File: config.mk
export PLATFORM = sky130hd
export DESIGN_NAME = thcattus_uart_rx
export DESIGN_NICKNAME = d
export VERILOG_FILES = /design/src/rtl/thcattus_uart_rx.sv
export SDC_FILE = /design/constraint.sdc
export NUM_CORES = 1
export LEC_CHECK = 0
export BUFFER_PORTS_ARGS = -buffer_cell sky130_fd_sc_hd__buf_2
export CAP_MARGIN = 10
export CORE_UTILIZATION = 45
export DETAILED_ROUTE_END_ITERATION = 7
export PLACE_DENSITY = 0.73
export SYNTH_ARGS = -nofsm -noshare
export SYNTH_HDL_FRONTEND = slang
export SYNTH_SLANG_ARGS = --single-unit
File: constraint.sdc
create_clock -name axis_aclk -period 3.75 [get_ports axis_aclk]
set_clock_uncertainty 0.05 [all_clocks]
set_input_delay 0.75 -clock axis_aclk [delete_from_list [all_inputs] [get_ports axis_aclk]]
set_output_delay 0.75 -clock axis_aclk [all_outputs]
set_load 0.02 [all_outputs]
File: src/rtl/thcattus_uart_rx.sv
// 8N1 UART receiver: oversamples the line at the system clock and packs
// DATA_WIDTH bytes (LSB first, byte 0 in [7:0]) into one AXI-Stream beat.
module thcattus_uart_rx #(
    parameter int DATA_WIDTH = 4,
    parameter int CLOCK_FREQ = 50_000_000,
    parameter int BAUD_RATE  = 115200
) (
    input  logic                      axis_aclk,
    input  logic                      axis_areset,
    input  logic                      uart_rx,
    output logic                      axis_tvalid,
    input  logic                      axis_tready,
    output logic [DATA_WIDTH*8-1:0]   axis_tdata,
    output logic                      rx_frame_error,
    output logic                      rx_overrun
);
    localparam int CPB  = CLOCK_FREQ / BAUD_RATE;
    localparam int HALF = CPB / 2;
    localparam int BW   = (CPB > 1) ? $clog2(CPB) : 1;
    localparam int BCW  = (DATA_WIDTH > 1) ? $clog2(DATA_WIDTH) : 1;

    typedef enum logic [1:0] {S_IDLE, S_START, S_DATA, S_STOP} state_t;

    state_t                    r_state;
    logic [BW-1:0]             r_baud_cnt;
    logic [2:0]                r_bit_cnt;
    logic [BCW-1:0]            r_byte_cnt;
    logic [7:0]                r_shift;
    logic [DATA_WIDTH*8-1:0]   r_word;
    logic                      r_rx_m;
    logic                      r_rx_s;

    logic                      w_baud_done;
    logic                      w_half_done;
    logic                      w_last_lane;
    logic [DATA_WIDTH*8-1:0]   w_full;

    assign w_baud_done = (r_baud_cnt == BW'(CPB - 1));
    assign w_half_done = (r_baud_cnt == BW'(HALF - 1));
    assign w_last_lane = (r_byte_cnt == BCW'(DATA_WIDTH - 1));

    // Completed word: lower lanes from r_word, top lane is the byte just received.
    always_comb begin
        w_full = r_word;
        w_full[(DATA_WIDTH-1)*8 +: 8] = r_shift;
    end

    always_ff @(posedge axis_aclk or posedge axis_areset) begin
        if (axis_areset) begin
            r_rx_m <= 1'b1;
            r_rx_s <= 1'b1;
        end else begin
            r_rx_m <= uart_rx;
            r_rx_s <= r_rx_m;
        end
    end

    always_ff @(posedge axis_aclk or posedge axis_areset) begin
        if (axis_areset) begin
            r_state        <= S_IDLE;
            r_baud_cnt     <= '0;
            r_bit_cnt      <= '0;
            r_byte_cnt     <= '0;
            r_shift        <= '0;
            r_word         <= '0;
            axis_tvalid    <= 1'b0;
            axis_tdata     <= '0;
            rx_frame_error <= 1'b0;
            rx_overrun     <= 1'b0;
        end else begin
            rx_frame_error <= 1'b0;
            rx_overrun     <= 1'b0;
            if (axis_tvalid && axis_tready)
                axis_tvalid <= 1'b0;

            case (r_state)
                S_IDLE: begin
                    if (!r_rx_s) begin
                        r_state    <= S_START;
                        r_baud_cnt <= '0;
                    end
                end
                S_START: begin
                    if (w_half_done) begin
                        r_baud_cnt <= '0;
                        r_bit_cnt  <= '0;
                        r_state    <= r_rx_s ? S_IDLE : S_DATA;
                    end else begin
                        r_baud_cnt <= r_baud_cnt + 1'b1;
                    end
                end
                S_DATA: begin
                    if (w_baud_done) begin
                        r_baud_cnt <= '0;
                        r_shift    <= {r_rx_s, r_shift[7:1]};
                        if (r_bit_cnt == 3'd7)
                            r_state <= S_STOP;
                        else
                            r_bit_cnt <= r_bit_cnt + 1'b1;
                    end else begin
                        r_baud_cnt <= r_baud_cnt + 1'b1;
                    end
                end
                S_STOP: begin
                    // Leave at mid stop bit so a start bit with no idle gap is caught.
                    if (w_baud_done) begin
                        r_baud_cnt <= '0;
                        r_state    <= S_IDLE;
                        if (!r_rx_s) begin
                            rx_frame_error <= 1'b1;
                            r_byte_cnt     <= '0;
                        end else if (w_last_lane) begin
                            r_byte_cnt <= '0;
                            if (!axis_tvalid || axis_tready) begin
                                axis_tdata  <= w_full;
                                axis_tvalid <= 1'b1;
                            end else begin
                                rx_overrun <= 1'b1;
                            end
                        end else begin
                            r_word[r_byte_cnt*8 +: 8] <= r_shift;
                            r_byte_cnt <= r_byte_cnt + 1'b1;
                        end
                    end else begin
                        r_baud_cnt <= r_baud_cnt + 1'b1;
                    end
                end
                default: r_state <= S_IDLE;
            endcase
        end
    end
endmodule

# Word-level counts from Yosys, hierarchy flattened
# Cells that the tools add are included.
# totals
ff_bits	93
inputBits	4
output_inout_bits	35
wordCells	76
# op_classes
n_addsub	4
n_eq_ne	13
shift	2
mux	32
bitwise_logic	1
n_reduce_logical	12
# op_table
cell	n
5-bit negator with 34-bit output	1
8-bit by 34-bit variable shift with 32-bit output, first input constant	1
8-bit by 34-bit indexed part select with 32-bit output	1
32-bit bitwise mux	1
9-bit 2-to-1 mux	3
9-bit one-hot mux with 3 select lines	1
2-bit 2-to-1 mux	8
1-bit 2-to-1 mux	14
2-bit inequality test, second input constant	6
5-bit AND reduction	2
9-bit by 1-bit adder with 9-bit output, second input constant	1
9-bit by 8-bit == test with 1-bit output, second input constant	1
9-bit == test, second input constant	1
3-bit 2-to-1 mux	3
2-bit one-hot mux with 4 select lines	1
4-bit AND reduction	2
2-bit == test, second input constant	3
3-bit one-hot mux with 2 select lines	1
2-bit AND reduction	2
3-bit by 1-bit adder with 3-bit output, second input constant	1
3-bit == test, second input constant	1
2-bit by 1-bit adder with 2-bit output, second input constant	1
2-bit by 1-bit == test with 1-bit output, second input constant	1
2-bit zero test	1
6 further kinds	6

# Logic depth before layout (Yosys ltp)
# logic_depth
depth_word	7
depth_mapped	8

# Worst setup path before layout
# Ideal clock, no wire load.
# synth_timing
path_kind	reg-to-reg
start	register r_baud_cnt[1]
end	register axis_tdata[0]
setup_time_ps	125
arrival_ps	1780
slack_ps	1795
path_stages_with_launch	9
n_path_buf	2
synth_period_minus_slack_ps	1955
cell_sequence	dfrtp_1 > inv_1 > ha_1 > and4b_1 > and4_1 > buf_4 > nand4_4 > buf_6 > mux2_4
# synth_between
elab_chain_len	2
# synth_rtl
element	line_no	text
start, declared	25	logic [BW-1:0] r_baud_cnt;
start signal, assigned	89	r_baud_cnt <= r_baud_cnt + 1'b1;
start signal, assigned	101	r_baud_cnt <= r_baud_cnt + 1'b1;
start signal, assigned	125	r_baud_cnt <= r_baud_cnt + 1'b1;
9-bit == test	38	assign w_baud_done = (r_baud_cnt == BW'(CPB - 1));
5-bit AND reduction (no line)	n/a	
end signal, assigned	115	axis_tdata <= w_full;
end, declared	13	output logic [DATA_WIDTH*8-1:0] axis_tdata,
# No other way between the ends.
# A chain may end at the register's enable or synchronous reset.

# Worst setup path in the final report
# layout_timing
start	register r_baud_cnt[1]
end	register axis_tdata[1]
# Same word-level chain as after synthesis.

==> results.cfg <==
[place]
hpwl_um = 4880
port_buffers = 38
placed_cell_area_um2 = 4180
gp_congestion = 0.762

[finish]
antenna_cells = 0
final_nets = 373
fill_cells = 721
syn_to_final_growth_pct = 11.0
drive_above_1_share_pct = 28.3
final_cell_area_um2 = 4370

[clocking]
h-tree-depth = 3
cts.sinks = 85
cts_buffers = 9
postCtsSetupBuffers = 0
cts_root_buffer = clkbuf_8
clockBufferDepth = 2
cts_resized = 0
cts_tree = yes
ctsHoldBuffers = 0
clock_latency_ns = 0.36
clk_pin_slew_worst_paths_ns = 0.09

[synth]
synth_nets = 336
ys_types = 44
synth_edf_count = 0
synth_area_um2 = 3940
syn_avg_cell_area_um2 = 12.2
synthFlopType = dfrtp_1
syn_inst = 322
ys_seq_elements = 85
synth_seq_area_share_pct = 54.1
async_flop_share_pct = 100
yosys_warnings = 0

[drt]
drtAntennaViolNets = 0
first_pass_iters = 4
vias_per_cell = 5.15
avgRoutedWirePerCell_um = 15.1
vias = 2415
drt_iter0_drc = 103
drc = 0
routed_wirelength_um = 7070

[setup_path]
crit_required_ns = 3.93
crit_type = flip-flop to flip-flop
rrSetupSlack_ns = 1.05
start_kind = flip-flop
slowest_delay_ns = 0.65
path_cells = inv_1, ha_1, and4b_1, and4_1, nand4_4, mux2_4
critPathCaptureType = flip-flop
path_max_fanout = 32
cpMaxStageDelayCell = nand4_4
arrival_ns = 2.89

[pwr]
power_density_nw_per_um2 = 351
ir_worst_vdd_mv = 0.152
p_seq_share_pct = 59.9
power.leakage_uw = 0.00218
total_power_uw = 1530
pwr-share-clk_pct = 38.7
p_comb_share_pct = 1.4
p_int_uw = 1170
power.switching_uw = 366
p_sw_share_pct = 23.9

[global_route]
grt_usage_pct = 17.1
grt_pass1_wl_um = 11700
grt_max_degree = 36
grt_overflow_total = 0
antenna_found_initial = 0
first_global_vias = 2421

[die]
die_x_um = 95.5
fp.coreArea_um2 = 8340
die_y_um = 95.5
placementRows = 33
initial_core_util_pct = 47.2
io_pins = 39
die_area_um2 = 9120

[timing]
max_slew.worst_pin.slew_ns = 1.09
fmax_mhz = 370
hold_violations = 0
grt_setup_unrepaired = no
setup_viol = 0
setup_tns_ns = 0
max_slew_margin_pct = 27.5
period_needed_ns = 2.70
post-route-period-util_pct = 72.1
drv_slew = 0

[outcome]
status = completed

[min_path]
hp-class = flip-flop to flip-flop

[job]
maxCapViolCount = 0
critical path: cells and delay by family (launching register included):
family | cells | cell delay, ns
muxes | 1 | 0.54
and+or+nand+nor | 3 | 1.25
buffers and inverters | 1 | 0.10
DFF | 1 | 0.44
adders and majority gates | 1 | 0.16
placed cells by master (no fill, tap or decap), types with 4 or more instances in the layout:
master	count
and3_1	5
buf_2	38
clkbuf_8	9
dfrtp_1	83
ha_1	10
inv_1	31
mux2_2	10
mux2_4	30
mux2i_1	27
nand2_1	35
nand3_1	11
nor2_1	8
nor2b_1	4
nor3b_1	4
o21ai_0	11
final timing paths:
kind / startpoint / depth (start not counted) / endpoint
worst max register to register: r_baud_cnt[1]$_DFFE_PP0P_ / 6 / axis_tdata[1]$_DFFE_PP0P_
min in group asynchronous: axis_areset / 2 / r_bit_cnt[2]$_DFFE_PP0P_
worst min-delay path: r_rx_m$_DFF_PP1_ / 0 / r_rx_s$_DFF_PP1_
max in group asynchronous: axis_areset / 3 / axis_tdata[28]$_DFFE_PP0P_
worst min register to register: r_rx_m$_DFF_PP1_ / 0 / r_rx_s$_DFF_PP1_
worst max-delay path: r_baud_cnt[1]$_DFFE_PP0P_ / 6 / axis_tdata[1]$_DFFE_PP0P_
cell type report:
cell class	count	area [µm²]	area share (%)
clock buffer	9	124	2.84
clock inverter	7	55.1	1.26
inverter	32	121	2.78
multi-input combinational	190	1600	36.5
sequential	85	2130	48.8
tap	105	131	3.01
timing repair buffer	41	210	4.81
Yosys cell counts, drive strengths merged, types with 3 or more instances:
master	instances	area [µm²]
a21oi	3	15.0
and3	5	31.3
buf	9	66.3
clkbuf	6	23.8
dfrtp	83	2080
ha	10	125
inv	32	120
mux2	40	563
mux2i	27	270
nand2	35	131
nand3	11	55.1
nor2	9	36.3
nor2b	4	25.0
nor3b	4	30.0
o21ai	11	55.1
kinds of logic (layout without fill, tap and decap cells):
logic type / after synthesis / in the layout / share of synthesized area (%)
adders and majority gates: 10 / 10 / 3.18
DFF: 85 / 85 / 54.1
xor gates and xnor gates: 2 / 2 / 0.445
and+or+nand+nor: 84 / 84 / 11.4
muxes: 67 / 67 / 21.2
buffers and inverters: 47 / 89 / 5.34
AOI/OAI and AO/OA: 27 / 27 / 4.29
sequential cells by signal, summed over array words and instances, names as in the netlist, named ones only:
signal / cells
axis_tdata: 32
r_byte_cnt: 2
r_baud_cnt: 9
r_word: 24
r_rx_m: 1
rx_frame_error: 1
axis_tvalid: 1
rx_overrun: 1
r_bit_cnt: 3
r_rx_s: 1
r_state: 1
r_shift: 8
through the flow:
stage	cells	worst slack, ns	hold WS, ns	util (%)
2_1_floorplan	322	0.760	0.295	-
3_3_place_gp	452	1.12	0.297	50.1
3_5_place_dp	452	1.03	0.300	50.1
4_1_cts	468	1.02	0.319	52.3
5_1_grt	469	0.868	0.319	52.4
6_report	469	1.05	0.315	52.4
power by group through the flow:
stage	sequential (µW)	clock (µW)	combinational, µW
finish	919	594	21.1
CTS	919	609	22.6
global route	920	644	25.4
detailed placement	938	0	22.7
floorplan	936	0	15.5
global placement	938	0	22.3
metal layers:
metal  GRT usage, %  share of wire (%)
met1           21.4                 46
met2           28.3                 49
met3           3.75                3.7
met4           7.21                1.5
met5              0                  0
(Power assumes the default switching activity.)
